==> src/rtl/seg_scan_encoder.sv <==
// Scan-slot digit picker + 7-seg encoder feeding the 595 serializer; out_valid 2 clk after tick,
// word held until out_ready, lost ticks set sticky overrun. SEG_SCAN_LZB_EN adds leading-zero blanking.
module seg_scan_encoder #(
  parameter int NUM_DIG  = 6,
  parameter int SCAN_DIV = 50000
) (
  input  logic                 clk,
  input  logic                 rst,
  input  logic [4*NUM_DIG-1:0] value,
  input  logic [NUM_DIG-1:0]   dp_mask,
  input  logic                 enable,
  output logic [15:0]          out_word,
  output logic                 out_valid,
  input  logic                 out_ready,
  output logic                 frame_start,
  output logic                 overrun
);

  localparam int CW = $clog2(SCAN_DIV);
  localparam logic [2:0] LAST_DIG = 3'(NUM_DIG - 1);

  typedef enum logic [1:0] {IDLE, LOAD, PRESENT} state_t;

  typedef struct packed {
    logic [7:0] sel;
    logic [7:0] seg;
  } word_t;

  state_t               state, state_nxt;
  logic [CW-1:0]        scan_cnt;
  logic                 tick;
  logic [2:0]           digit_idx;
  logic [4*NUM_DIG-1:0] sh_value;
  logic [NUM_DIG-1:0]   sh_dp;
  logic                 sh_en;
  logic [4*NUM_DIG-1:0] src_value;
  logic [NUM_DIG-1:0]   src_dp;
  logic                 src_en;
  logic [3:0]           nibble;
  logic                 dp_on;
  word_t                word_nxt;
  logic                 accept;

  function automatic logic [6:0] seg7(input logic [3:0] n);
    case (n)
      4'h0: seg7 = 7'h40;  4'h1: seg7 = 7'h79;  4'h2: seg7 = 7'h24;  4'h3: seg7 = 7'h30;
      4'h4: seg7 = 7'h19;  4'h5: seg7 = 7'h12;  4'h6: seg7 = 7'h02;  4'h7: seg7 = 7'h78;
      4'h8: seg7 = 7'h00;  4'h9: seg7 = 7'h10;  4'hA: seg7 = 7'h08;  4'hB: seg7 = 7'h03;
      4'hC: seg7 = 7'h46;  4'hD: seg7 = 7'h21;  4'hE: seg7 = 7'h06;  default: seg7 = 7'h0E;
    endcase
  endfunction

  assign tick        = (scan_cnt == CW'(SCAN_DIV - 1));
  assign out_valid   = (state == PRESENT);
  assign accept      = out_valid & out_ready;
  assign frame_start = accept & (digit_idx == 3'd0);

  // Digit 0 encodes straight from the live inputs, the same values being latched as the frame snapshot.
  assign src_value = (digit_idx == 3'd0) ? value   : sh_value;
  assign src_dp    = (digit_idx == 3'd0) ? dp_mask : sh_dp;
  assign src_en    = (digit_idx == 3'd0) ? enable  : sh_en;

  always_comb begin
    nibble = 4'h0;
    dp_on  = 1'b0;
    for (int i = 0; i < NUM_DIG; i++) begin
      if (digit_idx == 3'(i)) begin
        nibble = src_value[4*i +: 4];
        dp_on  = src_dp[i];
      end
    end
  end

`ifdef SEG_SCAN_LZB_EN
  logic blank;
  always_comb begin
    blank = 1'b0;
    for (int i = 1; i < NUM_DIG; i++) begin
      if (digit_idx == 3'(i)) blank = ((src_value >> (4*i)) == '0);
    end
  end
`endif

  always_comb begin
    word_nxt.seg = {~dp_on, seg7(nibble)};
`ifdef SEG_SCAN_LZB_EN
    if (blank) word_nxt.seg[6:0] = 7'h7F;
`endif
    word_nxt.sel = ~(8'd1 << digit_idx);
    if (!src_en) word_nxt = 16'hFFFF;
  end

  always_comb begin
    state_nxt = state;
    case (state)
      IDLE:    if (tick) state_nxt = LOAD;
      LOAD:    state_nxt = PRESENT;
      PRESENT: if (out_ready) state_nxt = IDLE;
      default: state_nxt = IDLE;
    endcase
  end

  always_ff @(posedge clk or posedge rst) begin
    if (rst) state <= IDLE;
    else     state <= state_nxt;
  end

  always_ff @(posedge clk or posedge rst) begin
    if (rst) begin
      scan_cnt  <= '0;
      digit_idx <= 3'd0;
      sh_value  <= '0;
      sh_dp     <= '0;
      sh_en     <= 1'b0;
      out_word  <= 16'hFFFF;
      overrun   <= 1'b0;
    end else begin
      scan_cnt <= tick ? '0 : scan_cnt + CW'(1);
      if (tick && state != IDLE) overrun <= 1'b1;
      if (state == LOAD) begin
        if (digit_idx == 3'd0) begin
          sh_value <= value;
          sh_dp    <= dp_mask;
          sh_en    <= enable;
        end
        out_word <= word_nxt;
      end
      if (accept) digit_idx <= (digit_idx == LAST_DIG) ? 3'd0 : digit_idx + 3'd1;
    end
  end

endmodule

==> config.mk <==
export PLATFORM = sky130hd
export DESIGN_NAME = seg_scan_encoder
export DESIGN_NICKNAME = d
export VERILOG_FILES = /design/src/rtl/seg_scan_encoder.sv
export SDC_FILE = /design/constraint.sdc
export NUM_CORES = 1
export LEC_CHECK = 0
export ABC_AREA = 1
export CAP_MARGIN = 25
export CORE_UTILIZATION = 45
export DETAILED_ROUTE_END_ITERATION = 6
export HOLD_SLACK_MARGIN = 0.02
export PLACE_DENSITY_LB_ADDON = 0.25
export SLEW_MARGIN = 10
export SYNTH_ARGS = -nofsm -noshare
export SYNTH_HDL_FRONTEND = slang
export SYNTH_SLANG_ARGS = --single-unit
export TNS_END_PERCENT = 10
==> constraint.sdc <==
create_clock -name clk -period 2.6 [get_ports clk]
set_input_delay 0.52 -clock clk [delete_from_list [all_inputs] [get_ports clk]]
set_output_delay 0.52 -clock clk [all_outputs]
set_load 0.01 [all_outputs]
==> metrics, run 1 <==
period utilization roughly nine tenths; Crit-path slowest cell clkdlybuf4s50_1; Post-CTS Setup Bufs 0; PostCTS Resize Cnt 0; number of global-route vias before repair between 2000 and 3000; post-layout util between 50% and 60%; first-pass GRT wire length about 12000 um; port bufs 52; Detail Route Antenna Nets 0; CP required 2.08 ns; Worst-Skew Late Latency 0.34 ns; crit-path leading delay family buffers and inverters; ratio of cells with drive above 1 in the final layout 12.0%; H-tree levels 3; share of Yosys cell area claimed by the top area cell type roughly 36%; Hold WC Path Type primary input to asynchronous set/reset pin; die footprint approximately 7700 um2; starting density of the core 47.7%; GRT overflow 0; Pre-antenna DRT Iters 4; ys flop type dfrtp_1; reg-to-reg startpoint digit_idx[1]; Slew HR a little under half; element type at the critical path start register; Synth warnings 0; register area 1620 um2; most frequent cell after synthesis nand2_1; Worst-Margin Slew 0.796 ns; multi-input logic area between 1000 and 1500 um2; RSZ-0062 raised after global routing no; syn_nets roughly 470; # DRC 0; Final Setup Violations 0; number of synthesized register bits 64; Critical Path, Cell by Cell nor2_4 -> nand2_4 -> nor2_1 -> clkdlybuf4s50_1; die span in x about 88 um; Area Overhead vs Synth 25.5%; 1st-iter DRT viols ~140; Slew Limit Fails 0; Rows 30; CP Class register to output pin; syn avg cell area between 7 and 8 um2; Finished Layout Cells approximately 590; Final min period 2.39 ns; worst setup margin around 0.21 ns; TritonCTS clock tree yes; leading post-synthesis cells by cell area dfrtp_1 36%, nand2_1 15%, dfstp_2 13%; Synth async-reset ratio between 90% and 100%; Setup Total Neg Slack 0 ns; Cell Area, Synth roughly 3300 um2; crit path launch digit_idx[1]; clk root buf clkbuf_8; Post-CTS Hold Buffers 0; CTS clk-pin slew, worst paths around 0.070 ns; MaxCap Viol Count 0; sequential area share after synthesis about half; Post-synth EDFFs 0; routed vias/inst between 4 and 5; post-synth top area cell dfrtp_1; placed insts 570; GR Util All Layers 20.8%; status finished, final reports clean; leak pwr 1.98 nW; R2R depth 16; vias after detailed routing 2861; CP Max Fanout 16; Antenna diodes 0; largest net degree at the start of global routing 30; Max clock buf depth 2; cell area after layout roughly 4200 um2; initial antenna violation count 0; Hold Fails Final Rpt 0; Stages on worst setup path 4; CP bufs+invs 1; Core ar. about 7000 um2; Die Y 88.0 um; Area after DPL around 4000 um2; dpl ws 0.186 ns; synth unique cells 32; detail-routed net length per standard cell around 12 um; Post-Synthesis Cells between 400 and 500; Synth top cells by count 135 x nand2_1, 48 x dfrtp_1, 46 x inv_1; Nets around 530; pwr dens 578 nW/um2; Clock Sinks 64; IR drop worst, VDD between 0.3 and 0.4 mV; critical path's largest stage delay between 0.5 and 0.6 ns; clock skew about 0.0080 ns; dpl hpwl about 5200 um; Arr. time, crit path 1.87 ns; num ports 53; WL final just over 7000 um; Setup crit end kind output pin; Filler cells around 640; TritonCTS Buffers 9; highest clock rate ~420 MHz; gpl congestion approximately 0.89
## power by group
part / internal (W) / total [W] / switching (W)
sequential: 0.00100 / 0.00102 / 0.0000134
clock: 0.000491 / 0.000885 / 0.000394
combinational: 0.000187 / 0.000509 / 0.000322
total: 0.00168 / 0.00241 / 0.000729
## state kept, by name, summed over array words and instances, names as in the netlist
| register | cells |
|---|---|
| overrun | 1 |
| digit_idx | 3 |
| sh_en | 1 |
| scan_cnt | 16 |
| state | 2 |
| sh_value | 20 |
| sh_dp | 5 |
| out_word | 16 |
## layout by cell type, fill, tap and decap left out, drive strengths merged, types with 2 or more instances in the layout
master / Yosys / layout
nand2: 137 / 137
clkdlybuf4s50: 0 / 52
inv: 51 / 51
dfrtp: 48 / 48
nor2: 46 / 46
nand3: 28 / 28
o21ai: 23 / 23
a21oi: 21 / 21
dfstp: 16 / 16
nand4: 11 / 11
clkbuf: 7 / 11
ha: 9 / 9
buf: 6 / 9
xor2: 5 / 5
nor3: 4 / 4
o211ai: 3 / 3
or2: 3 / 3
a31oi: 2 / 2
o21bai: 2 / 2
clkinv: 0 / 2
clkinvlp: 0 / 2
## logic make-up after synthesis
group                      Yosys count  share of synthesized area [%]
and+or+nand+nor                    230                           29.4
buffers and inverters               64                           8.27
DFF                                 64                           48.7
AOI/OAI and AO/OA                   54                           8.84
adders and majority gates            9                           3.38
xor gates and xnor gates             5                           1.32
## metal layers
layer / wire (um) / share of wire, % / track usage, % / vias to the layer above
li1: - / - / - / 1471
met1: 3410 / 48 / 28.3 / 1306
met2: 3290 / 46 / 32.4 / 74
met3: 356 / 5.0 / 4.62 / 10
met4: 104 / 1.5 / 7.60 / 0
met5: 0 / 0 / 0 / -
## cell type report
cell class	count	area share, %
Clock buffer	11	3.63
Clock inverter	5	1.32
Inverter	51	4.59
Multi-Input combinational cell	298	34.3
Sequential cell	64	38.9
Tap cell	96	2.88
Timing Repair Buffer	61	14.4
## per-stage QoR
| stage | hold slack, ns | total power [W] |
|---|---|---|
| final | 0.448 | 0.00241 |
| after global placement | 0.453 | 0.00153 |
| after global routing | 0.479 | 0.00254 |
| after floorplan | 0.431 | 0.00140 |
| after CTS | 0.444 | 0.00243 |
| after detailed placement | 0.459 | 0.00154 |
## final timing paths
kind | endpoint | slack (ns)
max | frame_start | 0.21
min | scan_cnt[3] | 0.45
max reg2reg | out_word[3] | 0.25
min reg2reg | scan_cnt[0] | 0.47
max in group asynchronous | out_word[3] | 1.50
min in group clk | scan_cnt[0] | 0.47
Note: power is estimated with default switching activity, not from simulation.
==> run 2: changes to the inputs <==
--- a/config.mk
+++ b/config.mk
@@ -9,7 +9,7 @@
 export CAP_MARGIN = 25
 export CORE_UTILIZATION = 45
 export DETAILED_ROUTE_END_ITERATION = 6
-export HOLD_SLACK_MARGIN = 0.02
+export HOLD_SLACK_MARGIN = 0.12
 export PLACE_DENSITY_LB_ADDON = 0.25
 export SLEW_MARGIN = 10
 export SYNTH_ARGS = -nofsm -noshare
==> constraint.sdc (replaced) <==
create_clock -name clk -period 2.15 [get_ports clk]
set_input_delay 0.43 -clock clk [delete_from_list [all_inputs] [get_ports clk]]
set_output_delay 0.43 -clock clk [all_outputs]
set_load 0.01 [all_outputs]
==> run 2 against run 1 <==
Compared with the run above: first-iteration DRC count rose by 41%; critical path depth rose by 2; wire length rose by 13%; combinational power rose by 88%; final cell count rose by 4.3%; power rose by 35%; clock-buffer cell count did not move; die area did not move; worst setup slack got worse by 0.16 ns; clock power rose by 22%.
==> metrics, run 2 (synthesis results as in run 1) <==
CP required 1.72 ns (-0.36 ns); Setup crit end kind output pin; leak pwr 2.14 nW (+7.7%); die footprint 7740 um2 (unchanged); placed insts 589 (+3.3%); Slew Limit Fails 0 (unchanged); H-tree levels 3 (unchanged); CTS clk-pin slew, worst paths 0.07 ns (about the same); Largest Register sh_value; Post-CTS Hold Buffers 0 (unchanged); R2R depth 16 (unchanged); # DRC 0 (unchanged); largest registers sh_value: 20 flops, out_word: 16 flops, scan_cnt: 16 flops; Switching Share 31.9% (+1.7 points); element type at the critical path start register; cell area after layout 4550 um2 (+9.0%); status finished, final reports clean; commonest non-fill, non-tap cell in the layout nand2_1; TritonCTS Buffers 9 (unchanged); 1st-iter DRT viols 193 (+41%); Antenna diodes 0 (unchanged); P_int 0.00222 W (+32%); GRT overflow 0 (unchanged); CP Max Fanout 7 (-9); detail-routed net length per standard cell 13.3 um (+8.4%); ratio of cells with drive above 1 in the final layout 23.3% (+11 points); most frequent cells in the layout 124 x nand2_1, 51 x clkdlybuf4s50_1, 46 x dfrtp_1; Final min period between 2 and 2.5 ns; Hold WC Path Type primary input to asynchronous set/reset pin; vias after detailed routing 3044 (+6.4%); Detail Route Antenna Nets 0 (unchanged); max reg flops 20 (unchanged); IR drop worst, VDD 0.398 mV (+32%); highest clock rate ~480 MHz; Core ar. 6980 um2 (unchanged); largest net degree at the start of global routing 65 (+120%); clock skew 0.0109 ns (+0.00290 ns); Slew HR 49.9% (+3.0 points); die span in x 88.0 um (unchanged); Area after DPL 4110 um2 (+3.7%); dpl hpwl 5440 um (+3.6%); Final Setup Violations 0 (unchanged); Worst-Margin Slew 0.750 ns (-0.0454 ns); Hold WS 0.463 ns (+0.0154 ns); switching pwr 0.00104 W (+43%); Pre-antenna DRT Iters 5 (+1); Reg power frac 37.6% (-4.6 points); pwr dens 717 nW/um2 (+24%); initial antenna violation count 0 (unchanged); CP Class register to output pin; clk root buf clkbuf_8; period utilization about 100%; reg-to-reg startpoint digit_idx[0]; Area Overhead vs Synth 36.8%; num ports 53 (unchanged); GR Util All Layers 21.6% (+0.89 points); Comb power frac 29.4% (+8.3 points); RSZ-0062 raised after global routing yes; first-pass GRT wire length 12800 um (+4.0%); Clock Sinks 64 (unchanged); Hold Fails Final Rpt 0 (unchanged); WL final 8100 um (+13%); r2r setup slk 0.08 ns (-0.17 ns); Arr. time, crit path 1.66 ns (-0.21 ns); Rows 30 (unchanged); starting density of the core 47.7% (unchanged); Finished Layout Cells 611 (+4.3%); Max clock buf depth 2 (unchanged); Nets 553 (+4.7%); gpl congestion 0.921 (+3.8%); Clk pwr share 33.0% (-3.7 points); TritonCTS clock tree yes; number of global-route vias before repair 2829 (+4.9%); Worst-Skew Late Latency 0.35 ns (about the same); MaxCap Viol Count 0 (unchanged); port bufs 52 (unchanged); reg2reg end out_word[3]; Die Y 88.0 um (unchanged); total power draw 0.00326 W (+35%); routed vias/inst 4.98 (+2.0%)
run 2: per-layer routing:
layer	share of wire, %	wire, um	GRT usage [%]
met5	0	0	0
met2	47	3780	33.8
met1	47	3790	29.1
met3	5.0	406	6.31
met4	1.4	117	6.56
run 2: final cells by class:
cell class                      instances  area (um2)
Multi-Input combinational cell        299        1610
Clock buffer                           11         151
Inverter                               51         199
Clock inverter                          5        55.1
Tap cell                               96         120
Fill cell                             579        2430
Timing Repair Buffer                   85         787
Sequential cell                        64        1620
run 2: worst max path at each step:
stage                       from           to  slack [ns]  depth (start not counted)
detailed placement     value[13]  out_word[3]       -0.07                         14
floorplan           digit_idx[2]  out_word[3]       0.003                         17
CTS                 digit_idx[0]  out_word[3]        0.02                         16
finish              digit_idx[0]  frame_start        0.06                          6
global route        digit_idx[0]  out_word[3]       -0.11                         16
global placement       value[13]  out_word[3]       -0.04                         14
run 2: through the flow:
step | util, % | setup WS, ns | setup TNS (ns)
floorplan | - | 0.00304 | 0
global placement | 58.9 | -0.0399 | -0.0399
detailed placement | 58.9 | -0.0728 | -0.228
CTS | 61.9 | 0.0153 | 0
global route | 65.2 | -0.111 | -0.224
finish | 65.2 | 0.0554 | 0
run 2: power by group through the flow:
stage               logic [W]  clock network (W)  registers (W)
floorplan            0.000453                  0        0.00124
finish               0.000959            0.00108        0.00123
CTS                  0.000734            0.00108        0.00122
detailed placement   0.000724                  0        0.00125
global route          0.00105            0.00114        0.00123
global placement     0.000701                  0        0.00125
run 2: worst max-delay path, cell delays in order, from the launching register on:
cell      delay [ns]
dfrtp_2         0.46
nor2_4          0.20
nand2_4         0.12
buf_4           0.16
buf_4           0.14
nor2_2          0.11
clkbuf_2        0.14
run 2: timing repair:
item	in CTS	in global routing
pin swaps	1	14
cloned	0	1
resized for setup	2	51
endpoints found under the setup margin	1	10
buffers inserted	1	4
==> run 3: changes to the inputs <==
--- a/config.mk
+++ b/config.mk
@@ -11,7 +11,7 @@
 export DETAILED_ROUTE_END_ITERATION = 6
 export HOLD_SLACK_MARGIN = 0.12
 export PLACE_DENSITY_LB_ADDON = 0.25
-export SLEW_MARGIN = 10
+export SLEW_MARGIN = 0
 export SYNTH_ARGS = -nofsm -noshare
 export SYNTH_HDL_FRONTEND = slang
 export SYNTH_SLANG_ARGS = --single-unit
==> results of run 3 <==
Final layout, timing and power as in run 2 (identical DEF).
